`src/rtl/packed_subtractor.sv`:
```
// Packed 32-bit subtractor: 2x16, 4x8 or 1x32 lanes, two-stage pipeline with valid/ready handshake.
// Define PACKED_SUBTRACTOR_SAT_EN to clamp underflowing lanes to zero (unsigned saturation).
module packed_subtractor (
  input  logic        clk,
  input  logic        rst_n,
  input  logic [31:0] PS_A_i,
  input  logic [31:0] PS_B_i,
  input  logic [1:0]  PS_OP_i,
  input  logic        PS_BORROW_i,
  input  logic        PS_VALID_i,
  output logic        PS_READY_o,
  output logic [31:0] PS_R_o,
  output logic [3:0]  PS_BORROW_o,
  output logic        PS_VALID_o,
  input  logic        PS_READY_i
);

  // Returns {borrow_out, difference} for one byte segment.
  function automatic logic [8:0] seg_sub(input logic [7:0] a, input logic [7:0] b,
                                         input logic bin);
    logic [8:0] s;
    s = {1'b0, a} + {1'b0, ~b} + {8'd0, ~bin};
    return {~s[8], s[7:0]};
  endfunction

`ifdef PACKED_SUBTRACTOR_SAT_EN
  // A lane saturates to zero when its top segment borrows out.
  function automatic logic [31:0] sat_lanes(input logic [31:0] r, input logic [3:0] bo,
                                            input logic [1:0] op);
    logic [31:0] o;
    o = r;
    case (op)
      2'b00: begin
        if (bo[1]) o[15:0]  = 16'd0;
        if (bo[3]) o[31:16] = 16'd0;
      end
      2'b01: begin
        for (int k = 0; k < 4; k++) if (bo[k]) o[8*k +: 8] = 8'd0;
      end
      default: if (bo[3]) o = 32'd0;
    endcase
    return o;
  endfunction
`endif

  logic        r_vld_p0;
  logic [15:0] r_d_p0;
  logic [15:0] r_ahi_p0;
  logic [15:0] r_bhi_p0;
  logic [1:0]  r_op_p0;
  logic [1:0]  r_bo_p0;

  logic        r_vld_p1;
  logic [31:0] r_r_p1;
  logic [3:0]  r_bo_p1;

  logic        w_load_p1;
  logic        w_adv_p0;
  logic [8:0]  w_s0, w_s1, w_s2, w_s3;
  logic        w_bin1, w_bin2, w_bin3;
  logic [31:0] w_raw;
  logic [31:0] w_res;
  logic [3:0]  w_bo;

  assign w_load_p1  = ~r_vld_p1 | PS_READY_i;
  assign w_adv_p0   = ~r_vld_p0 | w_load_p1;
  assign PS_READY_o = w_adv_p0;

  // Stage 1: byte segments 0 and 1
  assign w_s0   = seg_sub(PS_A_i[7:0], PS_B_i[7:0], PS_BORROW_i);
  assign w_bin1 = (PS_OP_i == 2'b01) ? 1'b0 : w_s0[8];
  assign w_s1   = seg_sub(PS_A_i[15:8], PS_B_i[15:8], w_bin1);

  // Stage 2: byte segments 2 and 3; segment 2 chains only in full-width mode
  assign w_bin2 = r_op_p0[1] ? r_bo_p0[1] : 1'b0;
  assign w_s2   = seg_sub(r_ahi_p0[7:0], r_bhi_p0[7:0], w_bin2);
  assign w_bin3 = (r_op_p0 == 2'b01) ? 1'b0 : w_s2[8];
  assign w_s3   = seg_sub(r_ahi_p0[15:8], r_bhi_p0[15:8], w_bin3);

  assign w_raw = {w_s3[7:0], w_s2[7:0], r_d_p0};
  assign w_bo  = {w_s3[8], w_s2[8], r_bo_p0};
`ifdef PACKED_SUBTRACTOR_SAT_EN
  assign w_res = sat_lanes(w_raw, w_bo, r_op_p0);
`else
  assign w_res = w_raw;
`endif

  always_ff @(posedge clk) begin
    if (!rst_n) begin
      r_vld_p0 <= 1'b0;
      r_d_p0   <= '0;
      r_ahi_p0 <= '0;
      r_bhi_p0 <= '0;
      r_op_p0  <= '0;
      r_bo_p0  <= '0;
      r_vld_p1 <= 1'b0;
      r_r_p1   <= '0;
      r_bo_p1  <= '0;
    end else begin
      if (w_adv_p0) begin
        r_vld_p0 <= PS_VALID_i;
        if (PS_VALID_i) begin
          r_d_p0   <= {w_s1[7:0], w_s0[7:0]};
          r_ahi_p0 <= PS_A_i[31:16];
          r_bhi_p0 <= PS_B_i[31:16];
          r_op_p0  <= PS_OP_i;
          r_bo_p0  <= {w_s1[8], w_s0[8]};
        end
      end
      // Output register holds while a result waits on backpressure
      if (w_load_p1) begin
        r_vld_p1 <= r_vld_p0;
        if (r_vld_p0) begin
          r_r_p1  <= w_res;
          r_bo_p1 <= w_bo;
        end
      end
    end
  end

  assign PS_R_o      = r_r_p1;
  assign PS_BORROW_o = r_bo_p1;
  assign PS_VALID_o  = r_vld_p1;

endmodule
```
`config.mk`:
```
export PLATFORM = sky130hd
export DESIGN_NAME = packed_subtractor
export DESIGN_NICKNAME = d
export VERILOG_FILES = /design/src/rtl/packed_subtractor.sv
export SDC_FILE = /design/constraint.sdc
export NUM_CORES = 1
export LEC_CHECK = 0
export BUFFER_PORTS_ARGS = -buffer_cell sky130_fd_sc_hd__buf_4
export CORE_UTILIZATION = 32
export CTS_BUF_LIST = sky130_fd_sc_hd__clkbuf_16
export CTS_CLUSTER_DIAMETER = 80
export DETAILED_ROUTE_END_ITERATION = 12
export PLACE_DENSITY = 0.49
export SLEW_MARGIN = 15
export SYNTH_ARGS = -nofsm -noshare
export SYNTH_HDL_FRONTEND = slang
export SYNTH_SLANG_ARGS = --single-unit
```
`constraint.sdc`:
```
create_clock -name clk -period 8.1 [get_ports clk]
set_clock_uncertainty 0.05 [all_clocks]
set_input_delay 0.81 -clock clk [delete_from_list [all_inputs] [get_ports clk]]
set_output_delay 0.81 -clock clk [all_outputs]
set_load 0.05 [all_outputs]
```
==> flow_metrics.py <==
metrics = {
    "floorplan": {
        "rows": 43,
        "core_area_um2": 14100,
        "pin_count": 109,
        "dieArea_um2": 15150,
        "start_util": 0.3329,
        "die_w_um": 123.1,
        "die_h_um": 123.1,
    },
    "worst_setup_path": {
        "cp.depth": 16,
        "r2r_end": "PS_R_o[30]$_SDFFE_PN0P_",
        "cp-start-kind": "input pin",
        "critPathBufInv": 2,
        "worstSetupEndpointType": "flip-flop",
        "crit_required_ns": 8.27,
        "cp_slowest_stage_delay_ns": 0.45,
        "reg2reg_slack_ns": 4.29,
        "cpMostUsedCell": "fa_1",
        "critical_path_arrival_ns": 4.08,
        "critPathSlowestCell": "fa_1",
        "ff2ff_path_depth": 15,
        "critPathMaxFanout": 3,
        "path_class": "input pin to flip-flop",
        "crit_path_cell_trace": "buf_4, inv_1, fa_1, fa_1, nand2b_1, a21oi_1, a211oi_1, o21ai_0, a21oi_1, fa_1, fa_1, nor2b_1, o31a_1, o21ai_0, nand4_1, o211ai_1",
        "worstReg2RegStart": "r_op_p0[1]$_SDFFE_PN0P_",
        "critPathTopFamily": "adder cells",
    },
    "timing": {
        "holdWs_ns": 0.4137,
        "finalCriticalPeriod_ns": 3.905,
        "finalMaxSlewViolations": 0,
        "setup_viol": 0,
        "rsz0062_at_grt": "false",
        "fmaxAchievable_mhz": 256.1,
        "fin_setup_tns_ns": 0,
        "period_share": 0.4821,
        "hold_viol": 0,
        "tightestPinTransition_ns": 0.9743,
        "maxSlewHeadroom": 0.3505,
    },
    "hold_path": {
        "holdPathStages": 2,
        "min-delay-start": "PS_R_o[13]$_SDFFE_PN0P_",
        "hold-path-endpoint": "PS_R_o[13]$_SDFFE_PN0P_",
        "min_path_type": "flip-flop to flip-flop",
    },
    "clock_tree": {
        "clock-sinks": 90,
        "cts_setup_buffers": 0,
        "cts_tree": "done",
        "post_cts_resize_count": 0,
        "clkTransAtPathRegs_ns": 0.06,
        "cts_buffers": 9,
        "clk_path_buf_depth": 2,
        "clock_latency_ns": 0.35,
        "ctsHtreeMaxLevel": 3,
        "root_buffer": "clkbuf_16",
        "ctsHoldBuffers": 0,
    },
    "synthesis": {
        "synth_top_family_by_area": "compound AO/OA/AOI/OAI gates",
        "ys_ff_latch": 90,
        "ys.flop_type": "dfxtp_1",
        "netlist_area_um2": 4693,
        "synth_adder_area_share": 0.1088,
        "yosys_warnings": 0,
        "synth_cell_types": 40,
        "synth_edf_count": 0,
        "synthMuxAreaShare": 0,
        "netlist_instances": 560,
        "synth_compound_area_frac": 0.2165,
        "synthArstFlopShare": 0,
        "avgSynthCellArea_um2": 8.381,
        "syn_nets": 667,
        "synth-xor-area-share": 0.01493,
        "synth-simple-area-share": 0.2133,
        "yosysSeqAreaShare": 0.3839,
    },
    "power": {
        "p_per_area_nw_per_um2": 195.9,
        "p_leak_nw": 2.696,
        "peakVddDrop_uv": 111.4,
    },
    "final_layout": {
        "layout.nets": 757,
        "synthToLayoutAreaGrowth_pct": 25.62,
        "layout-drive-gt1-share": 0.2003,
        "nFillCells": 1455,
        "n_antenna_cell": 0,
    },
    "global_routing": {
        "grt_max_degree": 115,
        "grt_pass1_vias": 3959,
        "track_usage": 0.1590,
        "antenna_found_initial": 0,
        "grt_pass1_wl_um": 18710,
        "overflow": 0,
    },
    "routing": {
        "first_iter_violations": 187,
        "wire_per_inst_um": 13.73,
        "final_antenna_net_count": 0,
        "routed_wl_um": 11450,
        "vias": 4047,
        "dr.pass1.iters": 4,
        "via_per_inst": 4.853,
        "drc": 0,
    },
    "outcome": {
        "outcome": "completed",
    },
    "placed_design": {
        "io_buffers": 108,
        "dp_hpwl_um": 7953,
        "place.gp.congestion": 0.7833,
    },
    "flow_run": {
        "maxCapViolCount": 0,
    },
}
worst reg2reg max path: cells and delay by family (launching register included):
kind	cells	cell delay, ns
flip-flops	1	0.32
AND/OR/NAND/NOR	4	0.68
adder cells (fa/ha/maj)	4	1.66
AO/OA/AOI/OAI	7	0.99
worst max path at each step:
stage              start                      end  slack, ns
6_report       PS_A_i[0]  r_d_p0[14]$_SDFFE_PN0P_       4.20
5_1_grt        PS_A_i[0]  r_d_p0[14]$_SDFFE_PN0P_       3.85
4_1_cts        PS_A_i[0]  r_d_p0[14]$_SDFFE_PN0P_       4.17
3_5_place_dp   PS_A_i[0]  r_d_p0[14]$_SDFFE_PN0P_       3.83
3_3_place_gp   PS_A_i[0]  r_d_p0[14]$_SDFFE_PN0P_       3.86
2_1_floorplan  PS_A_i[0]  r_d_p0[14]$_SDFFE_PN0P_       4.25
power by group:
group,internal [mW],total [mW],switching [mW]
clock,0.236,0.408,0.172
combinational,0.106,0.255,0.149
sequential,0.474,0.492,0.0186
total,0.815,1.15,0.339
placed cells by master (no fill, tap or decap), types with 13 or more instances in the layout:
cell type,count
a21oi_1,21
o21ai_0,19
nand2_1,130
o211a_1,13
ha_1,28
inv_1,41
buf_4,111
dfxtp_1,90
a21boi_0,56
nand3_1,18
synthesized netlist by cell type, types with 2 or more instances:
master	number	share of area
and2_1	6	0.0080
or4b_1	4	0.0085
fa_1	8	0.034
o211ai_1	5	0.0080
ha_1	28	0.075
nor3b_1	3	0.0048
nand2_1	131	0.10
a21boi_0	56	0.090
inv_1	40	0.032
and4b_1	2	0.0043
nand3b_1	4	0.0064
a21o_1	4	0.0064
nor3_1	2	0.0021
o21a_1	2	0.0032
a211oi_1	6	0.0096
nand4_1	8	0.011
a21oi_1	21	0.022
nand3_1	18	0.019
a31oi_1	6	0.0080
xnor2_1	4	0.0075
o31a_1	2	0.0037
nand2b_1	7	0.0093
buf_2	13	0.014
xor2_1	4	0.0075
nor2b_1	12	0.016
nor2_1	4	0.0032
o211a_1	13	0.028
a211o_1	3	0.0056
o31ai_1	2	0.0032
clkbuf_1	17	0.014
o21ai_2	3	0.0056
and3_1	6	0.0080
dfxtp_1	90	0.38
o21ai_0	19	0.020
a22oi_1	2	0.0032
cells by family after synthesis:
group / Yosys count
DFF: 90
xor gates and xnor gates: 8
AOI/OAI and AO/OA: 144
and+or+nand+nor: 210
adders and majority gates: 36
buffers and inverters: 72
per-layer routing:
| metal | GRT usage | vias to the layer above | share of wire |
|---|---|---|---|
| met4 | 0.04819 | 0 | 0.012 |
| met2 | 0.2676 | 78 | 0.47 |
| li1 | - | 2085 | - |
| met3 | 0.03921 | 9 | 0.046 |
| met1 | 0.1998 | 1875 | 0.47 |
| met5 | 0 | - | 0 |
stage by stage:
step	utilization	setup slack [ns]	total power, mW	area [um^2]	instances
after floorplan	-	4.247	0.6757	4693	560
after global placement	0.3980	3.864	0.7552	5610	819
after detailed placement	0.3980	3.828	0.7598	5610	819
after CTS	0.4183	4.170	1.176	5896	834
after global routing	0.4183	3.852	1.222	5896	834
final	0.4183	4.195	1.155	5896	834
registers in the layout, summed over array words and instances, names as in the netlist:
name         flops
PS_BORROW_o      4
PS_R_o          32
PS_VALID_o       1
r_ahi_p0        16
r_bhi_p0        16
r_bo_p0          2
r_d_p0          16
r_op_p0          2
r_vld_p0         1
cell type report:
| cell class | instances | area (um^2) | area share |
|---|---|---|---|
| Clock inverter | 6 | 60.06 | 0.01019 |
| Sequential cell | 90 | 1802 | 0.3056 |
| Inverter | 40 | 150.1 | 0.02547 |
| Clock buffer | 9 | 225.2 | 0.03820 |
| Multi-Input combinational cell | 398 | 2600 | 0.4410 |
| Timing Repair Buffer | 111 | 833.3 | 0.1413 |
| Tap cell | 180 | 225.2 | 0.03820 |
No activity file was read; power rests on OpenSTA's default activity.
